## src/rtl/instr_fetch_unit_if.sv

```systemverilog
// Instruction ROM bus between the fetch unit (master) and the ROM (slave).
interface instr_fetch_unit_if;
    logic [31:0] rom_addr;
    logic [31:0] rom_inst;

    modport master (output rom_addr, input rom_inst);
    modport slave  (input rom_addr, output rom_inst);
endinterface

```

## src/rtl/instr_fetch_unit.sv

```systemverilog
// Fetch stage: owns the PC, reads the instruction ROM and fills the IF/ID register.
module instr_fetch_unit #(
    parameter logic [31:0] RESET_PC = 32'h0000_0000,
    parameter int          CNT_W    = 16
) (
    input  logic                     clk,
    input  logic                     rst,
    instr_fetch_unit_if.master       rom,
    input  logic                     stall_i,
    input  logic                     flush_i,
    input  logic                     br_taken_i,
    input  logic [31:0]              br_target_i,
    input  logic                     halt_req_i,
    output logic [31:0]              if_inst_o,
    output logic [31:0]              if_pc_o,
    output logic                     if_valid_o,
    output logic                     halted_o,
    output logic [CNT_W-1:0]         fetch_count_o
);

    typedef enum logic [1:0] {
        START,
        RUN,
        HALT
    } state_e;

    state_e             state_q, state_d;
    logic [31:0]        pc_q, pc_d;
    logic [31:0]        inst_q, inst_d;
    logic [31:0]        ifpc_q, ifpc_d;
    logic               valid_q, valid_d;
    logic [CNT_W-1:0]   cnt_q, cnt_d;
    logic [31:0]        pc_plus4;

    assign pc_plus4 = pc_q + 32'd4;

    always_ff @(posedge clk) begin
        if (rst) begin
            state_q <= START;
        end else begin
            state_q <= state_d;
        end
    end

    always_ff @(posedge clk) begin
        if (rst) begin
            pc_q    <= RESET_PC;
            inst_q  <= '0;
            ifpc_q  <= '0;
            valid_q <= 1'b0;
            cnt_q   <= '0;
        end else begin
            pc_q    <= pc_d;
            inst_q  <= inst_d;
            ifpc_q  <= ifpc_d;
            valid_q <= valid_d;
            cnt_q   <= cnt_d;
        end
    end

    // START is a one-cycle bubble after reset; HALT is left only through reset.
    always_comb begin
        state_d = state_q;
        unique case (state_q)
            START:   state_d = RUN;
            RUN:     state_d = halt_req_i ? HALT : RUN;
            HALT:    state_d = HALT;
            default: state_d = START;
        endcase
    end

    // Priority in RUN: halt, branch, stall, flush, then a normal fetch.
    always_comb begin
        pc_d    = pc_q;
        inst_d  = inst_q;
        ifpc_d  = ifpc_q;
        valid_d = valid_q;
        cnt_d   = cnt_q;
        if (state_q == RUN) begin
            if (halt_req_i) begin
                inst_d  = '0;
                ifpc_d  = '0;
                valid_d = 1'b0;
            end else if (br_taken_i) begin
                pc_d    = {br_target_i[31:2], 2'b00};
                inst_d  = '0;
                ifpc_d  = '0;
                valid_d = 1'b0;
            end else if (stall_i) begin
                pc_d    = pc_q;
            end else if (flush_i) begin
                pc_d    = pc_plus4;
                inst_d  = '0;
                ifpc_d  = '0;
                valid_d = 1'b0;
            end else begin
                pc_d    = pc_plus4;
                inst_d  = rom.rom_inst;
                ifpc_d  = pc_q;
                valid_d = 1'b1;
                cnt_d   = (&cnt_q) ? cnt_q : cnt_q + CNT_W'(1);
            end
        end
    end

    assign rom.rom_addr  = pc_q;
    assign if_inst_o     = inst_q;
    assign if_pc_o       = ifpc_q;
    assign if_valid_o    = valid_q;
    assign halted_o      = (state_q == HALT);
    assign fetch_count_o = cnt_q;

endmodule
```

## src/flat_wrapper.sv

```systemverilog
// flat-port wrapper written by rule: the top's interface ports become plain ports
module instr_fetch_unit_flat 
#(
    parameter logic [31:0] RESET_PC = 32'h0000_0000,
    parameter int          CNT_W    = 16
)
  (clk, rst, stall_i, flush_i, br_taken_i, br_target_i, halt_req_i, if_inst_o, if_pc_o, if_valid_o, halted_o, fetch_count_o, rom_rom_addr, rom_rom_inst);
  instr_fetch_unit_if rom_i ();
  input  logic clk;
  input  logic rst;
  input  logic stall_i;
  input  logic flush_i;
  input  logic br_taken_i;
  input  logic [31:0] br_target_i;
  input  logic halt_req_i;
  output logic [31:0] if_inst_o;
  output logic [31:0] if_pc_o;
  output logic if_valid_o;
  output logic halted_o;
  output logic [CNT_W-1:0] fetch_count_o;
  output wire logic [$bits(rom_i.rom_addr)-1:0] rom_rom_addr;
  input wire logic [$bits(rom_i.rom_inst)-1:0] rom_rom_inst;
  assign rom_rom_addr = rom_i.rom_addr;
  assign rom_i.rom_inst = rom_rom_inst;
  instr_fetch_unit #(.RESET_PC(RESET_PC), .CNT_W(CNT_W)) u_core (.clk(clk), .rst(rst), .rom(rom_i), .stall_i(stall_i), .flush_i(flush_i), .br_taken_i(br_taken_i), .br_target_i(br_target_i), .halt_req_i(halt_req_i), .if_inst_o(if_inst_o), .if_pc_o(if_pc_o), .if_valid_o(if_valid_o), .halted_o(halted_o), .fetch_count_o(fetch_count_o));
endmodule
```

## config.mk

```make
export PLATFORM = sky130hd
export DESIGN_NAME = instr_fetch_unit_flat
export DESIGN_NICKNAME = d
export VERILOG_FILES = /design/src/rtl/instr_fetch_unit_if.sv /design/src/rtl/instr_fetch_unit.sv /design/src/flat_wrapper.sv
export SDC_FILE = /design/constraint.sdc
export NUM_CORES = 1
export LEC_CHECK = 0
export ABC_AREA = 1
export BUFFER_PORTS_ARGS = -buffer_cell sky130_fd_sc_hd__clkbuf_2
export CORE_MARGIN = 2
export CORE_UTILIZATION = 40
export CTS_BUF_LIST = sky130_fd_sc_hd__clkbuf_8
export CTS_CLUSTER_SIZE = 14
export DETAILED_ROUTE_END_ITERATION = 12
export GPL_TIMING_DRIVEN = 0
export HOLD_SLACK_MARGIN = 0.08
export PLACE_DENSITY_LB_ADDON = 0.25
export SYNTH_ARGS = -nofsm -noshare
export SYNTH_HDL_FRONTEND = slang
export SYNTH_SLANG_ARGS = --single-unit
```

## constraint.sdc

```tcl
create_clock -name clk -period 2.6 [get_ports clk]
set_input_delay 0.26 -clock clk [delete_from_list [all_inputs] [get_ports clk]]
set_output_delay 0.26 -clock clk [all_outputs]
set_load 0.01 [all_outputs]
```

==> reports/qor.json <==
{
  "critPathCaptureType": "register",
  "power.static_leakage_nw": 2.771,
  "grt_setup_unrepaired": "no",
  "post-route-worst-setup-slack_ps": 499.3,
  "critPathMaxFanout": 7,
  "place_ws_ps": 544.0,
  "worstPathCellList": "ha_1, nand2_1, nor2_1, inv_1, nor2_1, nand2_1, nand2_1, nand3_1, nand2_1, a21oi_1",
  "drt_pre_antenna_iters": 5,
  "hold_buf_cts": 12,
  "yosys_warnings": 0,
  "grt_remaining_overflow": 0,
  "start_util_pct": 41.09,
  "area_growth_syn_to_layout_pct": 26.25,
  "cts_resized": 0,
  "max-cap-violations": 0,
  "cts_tree": "built",
  "antenna_violations_before_repair": 0,
  "synth-compound-area-share_pct": 14.27,
  "post-layout-total-power_mw": 3.222,
  "setup_violations": 0,
  "fmax_mhz": 476.0,
  "drt_wl_total_mm": 17.28,
  "criticalPathCategory": "register to register",
  "placed_cells_incl_taps": 1191,
  "die_w_um": 120.9,
  "synth-seq-cells": 112,
  "synth_adder_area_share_pct": 0.4581,
  "synth.area.mux_share_pct": 0,
  "io_buffers": 177,
  "yosys_most_used_dff": "sky130_fd_sc_hd__dfxtp_1",
  "post-cts-setup-buffers": 0,
  "critical-path-slowest-cell": "sky130_fd_sc_hd__dfxtp_1",
  "yosys.area.top_type_share_pct": 41.04,
  "insertion_delay_ps": 390,
  "worst_path_largest_cell_delay_ps": 480,
  "yosysTopAreaCell": "sky130_fd_sc_hd__dfxtp_1",
  "finalSetupTns_ps": 0,
  "clk_path_buf_depth": 2,
  "dominant_combinational_cell_family_by_area_after_synthesis": "simple AND/OR/NAND/NOR gates",
  "maximum_number_of_pins_on_one_net_before_global_route_repair": 20,
  "power.density_nw_per_um2": 467.2,
  "grt_first_pass_wirelength_mm": 27.26,
  "mappedNetlistArea_um2": 5463,
  "worst_ep_required_time_ps": 2870,
  "classification_of_the_worst_slack_hold_path": "primary input to register",
  "period_minus_slack_ps": 2101,
  "post_synth_num_cell_types": 38,
  "design.core.area_um2": 13300,
  "path_common_cell": "sky130_fd_sc_hd__nand2_1",
  "wire_per_inst_um": 14.17,
  "hold_path_origin": "rom_rom_inst[1]",
  "first_iter_violations": 485,
  "clock_sink_count": 112,
  "synth-xor-area-share_pct": 1.443,
  "fin_crit_sh_pct": 80.80,
  "fill_cells": 1417,
  "synthesis.area_per_instance_um2": 6.527,
  "critPathArrivalTime_ps": 2370,
  "synth_edf_count": 0,
  "remaining_drc_errors": 0,
  "worstMarginPinSlew_ps": 643.5,
  "cts_max_level": 3,
  "detailedPlacementHpwl_mm": 12.99,
  "grt.total_usage_pct": 23.57,
  "place.gp.congestion": 0.9432,
  "multi_input_area_um2": 2813,
  "post_synth_and_or_nand_nor_area_fraction_pct": 35.18,
  "regToRegStartpoint": "u_core.rom.rom_addr[2]",
  "crit_path_start_kind": "register",
  "routed_via_density": 4.934,
  "post_synth_inst_count": 837,
  "post_route_cells_drive_above_1_share_pct": 22.63,
  "critPathBufInv": 1,
  "status": "complete, no violations",
  "clock_tree.root_cell": "sky130_fd_sc_hd__clkbuf_8",
  "design.die.area_um2": 14610,
  "timing.final.max_slew_violations": 0,
  "number_of_global_route_vias_before_repair": 5386,
  "num_rows": 42,
  "synth_seq_area_share_pct": 41.04,
  "startpoint": "u_core.rom.rom_addr[2]",
  "register_area_um2": 2242,
  "clock-skew-final_ps": 10.69,
  "synth_top_cells_by_count": "sky130_fd_sc_hd__nand2_1, sky130_fd_sc_hd__dfxtp_1, sky130_fd_sc_hd__a21oi_1",
  "power.ir.vdd_worst_v": 0.0002346,
  "hold_violations": 0,
  "vias": 6015,
  "async_reset_ff_share_pct": 0,
  "synth.top_cells.by_area": "sky130_fd_sc_hd__dfxtp_1, sky130_fd_sc_hd__nand2_1, sky130_fd_sc_hd__a21oi_1, sky130_fd_sc_hd__nor2_1, sky130_fd_sc_hd__nand3_1",
  "cts_inserted_buffers": 9,
  "clk_pin_slew_ps": 110,
  "fp.dieH_um": 120.9,
  "max_slew_margin_pct": 57.10,
  "antenna_violating_nets_left": 0,
  "ios": 184,
  "synthMostInstantiatedCell": "sky130_fd_sc_hd__nand2_1",
  "timing.critical_path.max_delay_family": "simple AND/OR/NAND/NOR gates",
  "finish.net_count": 1110,
  "antenna_cells_inserted": 0,
  "final_cells": 1219
}
cells by family after synthesis:
| kind of cell | count (synthesis) |
|---|---|
| simple gates | 474 |
| compound gates | 144 |
| flops | 112 |
| buf+inv | 95 |
| xor+xnor | 9 |
| fa+ha+maj | 2 |
| other cells | 1 |
registers in the layout, summed over array words and instances (netlist names):
signal / cells
u_core.if_inst_o: 32
u_core.if_pc_o: 31
u_core.rom.rom_addr: 30
u_core.fetch_count_o: 16
u_core.state_q: 2
u_core.if_valid_o: 1
per-stage QoR:
stage / hold WS [ps] / util, % / cell area (um2)
6_report: 95.38 / 51.87 / 6897
5_1_grt: 92.00 / 51.87 / 6897
4_1_cts: 80.07 / 51.87 / 6897
3_5_place_dp: 455.8 / 49.44 / 6573
3_3_place_gp: 450.8 / 49.44 / 6573
2_1_floorplan: 403.1 / - / 5466
placed cells by master, fill, tap and decap left out, types with 3 or more instances in the layout:
| master | synthesis | final |
|---|---|---|
| sky130_fd_sc_hd__clkbuf_8 | 0 | 9 |
| sky130_fd_sc_hd__clkbuf_2 | 0 | 177 |
| sky130_fd_sc_hd__clkinv_4 | 1 | 4 |
| sky130_fd_sc_hd__nand4_1 | 6 | 6 |
| sky130_fd_sc_hd__nor2_2 | 3 | 3 |
| sky130_fd_sc_hd__nand2_1 | 311 | 311 |
| sky130_fd_sc_hd__nor3_1 | 8 | 8 |
| sky130_fd_sc_hd__clkbuf_1 | 22 | 22 |
| sky130_fd_sc_hd__nor2_1 | 98 | 98 |
| sky130_fd_sc_hd__nand3_1 | 37 | 37 |
| sky130_fd_sc_hd__dfxtp_1 | 112 | 112 |
| sky130_fd_sc_hd__buf_2 | 12 | 12 |
| sky130_fd_sc_hd__dlygate4sd3_1 | 0 | 12 |
| sky130_fd_sc_hd__xor2_1 | 8 | 8 |
| sky130_fd_sc_hd__nand2_4 | 3 | 3 |
| sky130_fd_sc_hd__buf_4 | 4 | 4 |
| sky130_fd_sc_hd__o21ai_0 | 27 | 27 |
| sky130_fd_sc_hd__inv_1 | 49 | 49 |
| sky130_fd_sc_hd__a21oi_2 | 8 | 8 |
| sky130_fd_sc_hd__a21oi_1 | 101 | 101 |
worst paths after layout:
kind	cells past startpoint	to	slack [ps]
worst max-delay path	10	u_core.rom.rom_addr[24]	500
worst min-delay path	3	u_core.if_inst_o[1]	100
worst max register to register	10	u_core.rom.rom_addr[24]	500
worst min register to register	2	u_core.if_pc_o[20]	470
per-layer routing:
metal | routed length [um] | vias up | GRT usage, %
li1 | - | 3061 | -
met1 | 7792 | 2711 | 32.56
met2 | 8056 | 222 | 37.89
met3 | 1128 | 21 | 3.102
met4 | 298 | 0 | 7.922
met5 | 0 | - | 0
worst register-to-register path, stage by stage, from the launching register on:
cell	delay (ps)
sky130_fd_sc_hd__dfxtp_1	480
sky130_fd_sc_hd__ha_1	260
sky130_fd_sc_hd__nand2_1	100
sky130_fd_sc_hd__nor2_1	360
sky130_fd_sc_hd__inv_1	140
sky130_fd_sc_hd__nor2_1	270
sky130_fd_sc_hd__nand2_1	100
sky130_fd_sc_hd__nand2_1	60
sky130_fd_sc_hd__nand3_1	60
sky130_fd_sc_hd__nand2_1	80
sky130_fd_sc_hd__a21oi_1	60
cell type report:
| cell class | count | area share, % |
|---|---|---|
| plain buffers | 41 | 2.885 |
| clock buffers | 9 | 1.796 |
| clock inverters | 7 | 1.161 |
| inverters | 54 | 3.084 |
| multi-input cells | 631 | 40.78 |
| flip-flops and latches | 112 | 32.51 |
| well taps | 176 | 3.193 |
| repair buffers | 189 | 14.59 |
power breakdown:
part	switching (mW)	internal, mW	total (mW)
registers	0.0393	1.74	1.78
clock network	0.643	0.454	1.10
logic	0.215	0.129	0.344
Note: power is estimated with default switching activity, not from simulation.
